<file path="src/rtl/music_pkg.sv">
`default_nettype none
// +----------------------------------------------------------------------+
// | music_pkg: shared state and play-mode encodings for the sequencer.   |
// | Revision: 1.0                                                        |
// +----------------------------------------------------------------------+
package music_pkg;

  typedef enum logic [1:0] {
    S_IDLE = 2'd0,
    S_LOAD = 2'd1,
    S_PLAY = 2'd2,
    S_HOLD = 2'd3
  } state_t;

  localparam logic [1:0] MODE_LOOP    = 2'b00;
  localparam logic [1:0] MODE_ONESHOT = 2'b01;
  localparam logic [1:0] MODE_AUTO    = 2'b10;

endpackage
`default_nettype wire

</file>
<file path="src/rtl/music_seg_cnt.sv">
`default_nettype none
// +----------------------------------------------------------------------+
// | music_seg_cnt: segment address counter with end-of-segment compare.  |
// | Revision: 1.0                                                        |
// +----------------------------------------------------------------------+
module music_seg_cnt #(
  parameter int AW = 10
) (
  input  logic          CLK,
  input  logic          RST_N,
  input  logic          load,
  input  logic          inc,
  input  logic [AW-1:0] start,
  input  logic [AW-1:0] end_eff,
  output logic [AW-1:0] cnt,
  output logic          at_end
);

  logic [AW-1:0] r_cnt;

  always_ff @(posedge CLK or negedge RST_N) begin
    if (!RST_N) begin
      r_cnt <= '0;
    end else if (load) begin
      r_cnt <= start;
    end else if (inc) begin
      r_cnt <= r_cnt + AW'(1);
    end
  end

  // Unsigned >= so an end address of all-ones is reached without wrapping.
  assign at_end = (r_cnt >= end_eff);
  assign cnt    = r_cnt;

endmodule
`default_nettype wire

</file>
<file path="src/rtl/music_addr_seq.sv">
`default_nettype none
// +----------------------------------------------------------------------+
// | music_addr_seq: ROM address sequencer with loop / one-shot /         |
// | auto-advance modes, pause and restart.                               |
// | Revision: 1.0                                                        |
// +----------------------------------------------------------------------+
module music_addr_seq
  import music_pkg::*;
#(
  parameter int AW        = 10,
  parameter int SW        = 4,
  parameter int NUM_SONGS = 16
) (
  input  logic          CLK,
  input  logic          RST_N,
  input  logic          EN,
  input  logic          TICK,
  input  logic          PAUSE,
  input  logic          RESTART,
  input  logic [1:0]    MODE,
  input  logic [SW-1:0] SONG_SEL,
  input  logic [AW-1:0] START_ADDR,
  input  logic [AW-1:0] END_ADDR,
  output logic [AW-1:0] ADDR,
  output logic [SW-1:0] SONG_CUR,
  output logic          PLAYING,
  output logic          SONG_END,
  output logic          CFG_ERR
);

  localparam logic [SW:0]   c_num_songs = (SW+1)'(NUM_SONGS);
  localparam logic [SW-1:0] c_last_song = SW'(NUM_SONGS - 1);

  state_t        r_state, w_state_nxt;
  logic [SW-1:0] r_song_cur, w_song_nxt;
  logic [SW-1:0] r_sel_q, w_sel_nxt;
  logic          r_song_end, w_song_end_nxt;
  logic          r_cfg_err, w_err_set;
  logic          w_load, w_inc, w_at_end;
  logic          w_sel_valid, w_sel_chg, w_bad_seg;
  logic [AW-1:0] w_end_eff;

  assign w_sel_valid = ({1'b0, SONG_SEL} < c_num_songs);
  assign w_sel_chg   = w_sel_valid && (SONG_SEL != r_sel_q);
  // A reversed segment collapses to its start address.
  assign w_bad_seg   = (START_ADDR > END_ADDR);
  assign w_end_eff   = w_bad_seg ? START_ADDR : END_ADDR;

  always_comb begin
    w_state_nxt    = r_state;
    w_song_nxt     = r_song_cur;
    w_sel_nxt      = r_sel_q;
    w_song_end_nxt = 1'b0;
    w_load         = 1'b0;
    w_inc          = 1'b0;
    w_err_set      = EN && !w_sel_valid;
    case (r_state)
      S_IDLE: begin
        if (EN) begin
          w_song_nxt  = w_sel_valid ? SONG_SEL : '0;
          w_sel_nxt   = w_sel_valid ? SONG_SEL : '0;
          w_state_nxt = S_LOAD;
        end
      end
      S_LOAD: begin
        w_load      = 1'b1;
        w_err_set   = w_err_set || w_bad_seg;
        w_state_nxt = EN ? S_PLAY : S_IDLE;
      end
      S_PLAY, S_HOLD: begin
        if (!EN) begin
          w_state_nxt = S_IDLE;
        end else if (w_sel_chg) begin
          w_song_nxt  = SONG_SEL;
          w_sel_nxt   = SONG_SEL;
          w_state_nxt = S_LOAD;
        end else if (RESTART) begin
          w_state_nxt = S_LOAD;
        end else if ((r_state == S_PLAY) && TICK && !PAUSE) begin
          if (w_at_end) begin
            w_song_end_nxt = 1'b1;
            case (MODE)
              MODE_ONESHOT: w_state_nxt = S_HOLD;
              MODE_AUTO: begin
                // Auto-advance leaves sel_q alone so it is not seen as a user select.
                w_song_nxt  = (r_song_cur == c_last_song) ? '0 : r_song_cur + SW'(1);
                w_state_nxt = S_LOAD;
              end
              default: w_load = 1'b1;
            endcase
          end else begin
            w_inc = 1'b1;
          end
        end
      end
      default: w_state_nxt = S_IDLE;
    endcase
  end

  always_ff @(posedge CLK or negedge RST_N) begin
    if (!RST_N) begin
      r_state    <= S_IDLE;
      r_song_cur <= '0;
      r_sel_q    <= '0;
      r_song_end <= 1'b0;
      r_cfg_err  <= 1'b0;
    end else begin
      r_state    <= w_state_nxt;
      r_song_cur <= w_song_nxt;
      r_sel_q    <= w_sel_nxt;
      r_song_end <= w_song_end_nxt;
      if (w_err_set) r_cfg_err <= 1'b1;
    end
  end

  music_seg_cnt #(
    .AW(AW)
  ) u_seg_cnt (
    .CLK    (CLK),
    .RST_N  (RST_N),
    .load   (w_load),
    .inc    (w_inc),
    .start  (START_ADDR),
    .end_eff(w_end_eff),
    .cnt    (ADDR),
    .at_end (w_at_end)
  );

  assign SONG_CUR = r_song_cur;
  assign PLAYING  = (r_state == S_PLAY) && !PAUSE;
  assign SONG_END = r_song_end;
  assign CFG_ERR  = r_cfg_err;

endmodule
`default_nettype wire
</file>
<file path="config.mk">
export PLATFORM = sky130hd
export DESIGN_NAME = music_addr_seq
export DESIGN_NICKNAME = d
export VERILOG_FILES = /design/src/rtl/music_pkg.sv /design/src/rtl/music_seg_cnt.sv /design/src/rtl/music_addr_seq.sv
export SDC_FILE = /design/constraint.sdc
export NUM_CORES = 1
export LEC_CHECK = 0
export CAP_MARGIN = 20
export CORE_AREA = 2 2 72 74
export DETAILED_ROUTE_END_ITERATION = 10
export DIE_AREA = 0 0 74 76
export GPL_TIMING_DRIVEN = 0
export PLACE_DENSITY = 0.76
export SLEW_MARGIN = 20
export SYNTH_ARGS = -nofsm -noshare
export SYNTH_HDL_FRONTEND = slang
export SYNTH_SLANG_ARGS = --single-unit
</file>
<file path="constraint.sdc">
create_clock -name CLK -period 4.1 [get_ports CLK]
set_input_delay 0.82 -clock CLK [delete_from_list [all_inputs] [get_ports CLK]]
set_output_delay 0.82 -clock CLK [all_outputs]
set_load 0.005 [all_outputs]
</file>
==> results.md <==
* Mapped Cells at about 230
* Final setup vio count at 0
* Fin nets at 348
* Final Max Tran Viols at 0
* Critical path's largest stage delay at 0.48 ns
* Critical-path cell list: clkdlybuf4s50_1 -> inv_2 -> ha_4 -> nand4_1 -> o32ai_1 -> a31oi_1 -> buf_4 -> mux2_4 -> ha_4 -> nand2b_1 -> a21o_1 -> a2111oi_4 -> a21oi_4 -> buf_6 -> a221o_1
* Fillers at roughly 420
* Synth top cells by count: ha_1 (24), dfrtp_1 (22), a21oi_1 (20), inv_1 (19), nand2_1 (18)
* YS warnings at 0
* Vias per std cell at 5.41
* Clock sink count at 22
* Setup WS pre-CTS at -0.816 ns
* WL per Instance at 15.0 um
* CP Depth at 15
* Post-route cell area at 2950 um2
* Post-layout util at 0.600
* First drt pass iteration count at 4
* Ant. Diodes at 0
* Area after DPL at roughly 2600 um2
* Fin crit period at around 4.0 ns
* Buffers & Inverters on Critical Path at 4
* Final WL at 5410 um
* Actual slew at the worst max-slew pin at 0.553 ns
* Syn_nets at 282
* Row count at 26
* DRC at 0
* Most common cell in the netlist: ha_1
* Hold buffer count at cts at 0
* Reg2reg setup slack at 1.75 ns
* Fmax at 248 MHz
* Ys async rst share at 1.00
* Io pins at between 40 and 50
* Required @ worst endpoint at 4.25 ns
* Hold Path Class: flip-flop to flip-flop
* Slew headroom at 0.630
* Detailed Place HPWL at 3840 um
* Post-route clock skew at 0.00858 ns
* Post-synthesis sequential area ratio at 0.275
* Crit path max-delay family: compound AO/OA/AOI/OAI gates
* TNS Setup at 0 ns
* # port buffers at 48
* Primary FF master, synth: dfrtp_1
* R2r startpoint: u_seg_cnt.cnt[0]
* First-pass GRT wire length at 8540 um
* Placed Cells incl. Taps at 344
* Detailed Route Iter0 Violations at 95
* Num CTS Buffers at 3
* Largest net degree at the start of global routing at 23
* Critical path launch point: END_ADDR[9]
* DRT antenna net count at 0
* Synthesized cell area at approximately 2000 um2
* Synth top area share at 0.275
* Via count at 1,946
* Core area at 4910 um2
* All-layer global routing usage at 0.191
* Root buf cell: clkbuf_8
* Die Width at approximately 74 um
* Worst R2R Path Depth at 8
* Die Span Y at between 70 and 80 um
* Post-Layout Cell Count at 360
* Total power at 1.27 mW
* Outcome: finished, final reports clean
* Post-synth EDFFs at 0
* P_leak at 1.30 nW
* Starting Density at 0.408
* CP Capture Type: flip-flop
* Hold Fails Final Rpt at 0
* Max cap viols at 0
* Largest cells by area after synthesis: dfrtp_1 (27%), ha_1 (15%), a21oi_1 (5.0%), mux2_2 (4.5%), inv_1 (3.6%)
* Clock Path Buffers at 2
* Crit path capture: u_seg_cnt.cnt[5]
* Vias in the first global route at 1,868
* Hold WS at 0.470 ns
* Startpoint types: input pin
* Crit-path max FO at 8
* Grt ovf at 0
* CP arrival at 4.18 ns
* Area leader, netlist: dfrtp_1
* Initial antenna violation count at 0
* Worst-Skew Late Latency at 0.27 ns
* TritonCTS clock tree: built
* H-tree depth at 1
* PwrDens at 431 nW/um2
* Worst vdd ir at 0.000214 V
* Area grow syn2layout at 47.1%
* Most used cell along the critical path: ha_4
* RR Endpoint: u_seg_cnt.cnt[5]
* Die Area at 5620 um2
* Fraction of layout cells with a size suffix above 1 at 0.241
* Fin crit share at 0.984
* Critical path class: input pin to flip-flop
* Synth cell types at 50
* Clock slew at reported path FFs at ~0.080 ns
* Final setup margin at 0.0650 ns
* GP Congestion at 0.848
* Yosys reg bits at 22
* Avg Inst Size Synth at 8.86 um2
* Slowest CP cell: clkdlybuf4s50_1
per-layer routing:
metal	vias up	global-route usage	share of wire
li1	960	-	-
met4	0	0.0491	0.016
met5	-	0	0
met3	10	0.0423	0.040
met1	927	0.253	0.45
met2	49	0.312	0.50
how the worst min path moves through the flow:
stage / startpoint / endpoint / slack [ns] / depth (start not counted)
floorplan: CFG_ERR / CFG_ERR / 0.45 / 1
global placement: CFG_ERR / CFG_ERR / 0.44 / 1
detailed placement: CFG_ERR / CFG_ERR / 0.45 / 1
CTS: CFG_ERR / CFG_ERR / 0.47 / 1
global route: CFG_ERR / CFG_ERR / 0.50 / 1
finish: CFG_ERR / CFG_ERR / 0.47 / 1
cells in the final DEF, fill, tap and decap left out, types with 4 or more instances in the layout:
master	Yosys	final
clkdlybuf4s50_1	0	30
dfrtp_1	22	22
a21oi_1	20	18
nand2_1	18	17
ha_1	24	15
nor2_1	17	13
inv_1	19	11
buf_4	0	11
ha_4	0	9
dlymetal6s2s_1	0	9
inv_2	0	8
dlygate4sd2_1	0	8
mux2_2	8	7
nand4_1	6	6
nor2b_1	5	5
o21ai_1	2	5
buf_6	2	5
xnor2_1	5	5
nand3_1	5	5
o21ai_0	8	5
nor3_1	4	4
a311oi_1	4	4
flip-flops by register name, indices dropped and copies added (netlist names):
signal,count
SONG_END,1
r_state,2
u_seg_cnt.cnt,10
SONG_CUR,4
r_sel_q,4
CFG_ERR,1
logic make-up after synthesis:
| group | count (synthesis) | share of synthesized area |
|---|---|---|
| compound gates | 61 | 0.213 |
| xor+xnor | 6 | 0.0300 |
| fa+ha+maj | 24 | 0.150 |
| buf+inv | 24 | 0.0525 |
| flops | 22 | 0.275 |
| mux | 14 | 0.0768 |
| simple gates | 75 | 0.203 |
power breakdown:
group / total [mW] / leakage (nW) / switching, mW / internal (mW)
clock network: 0.137 / 0.0216 / 0.0713 / 0.0657
registers: 0.378 / 0.264 / 0.0985 / 0.280
logic: 0.756 / 1.02 / 0.349 / 0.406
layout make-up:
cell class / instances / area, um2 / area share
Sequential cell: 22 / 551 / 0.187
Tap cell: 70 / 87.6 / 0.0297
Timing Repair Buffer: 61 / 597 / 0.203
Inverter: 19 / 71.3 / 0.0242
Multi-Input combinational cell: 180 / 1560 / 0.530
Clock buffer: 3 / 41.3 / 0.0140
Buffer: 5 / 38.8 / 0.0132
repair_timing:
action | CTS | global route
setup endpoints to repair | 17 | 15
buffers inserted | 11 | 2
gates resized for setup | 33 | 33
pin swaps | 9 | 14
(Power assumes the default switching activity.)
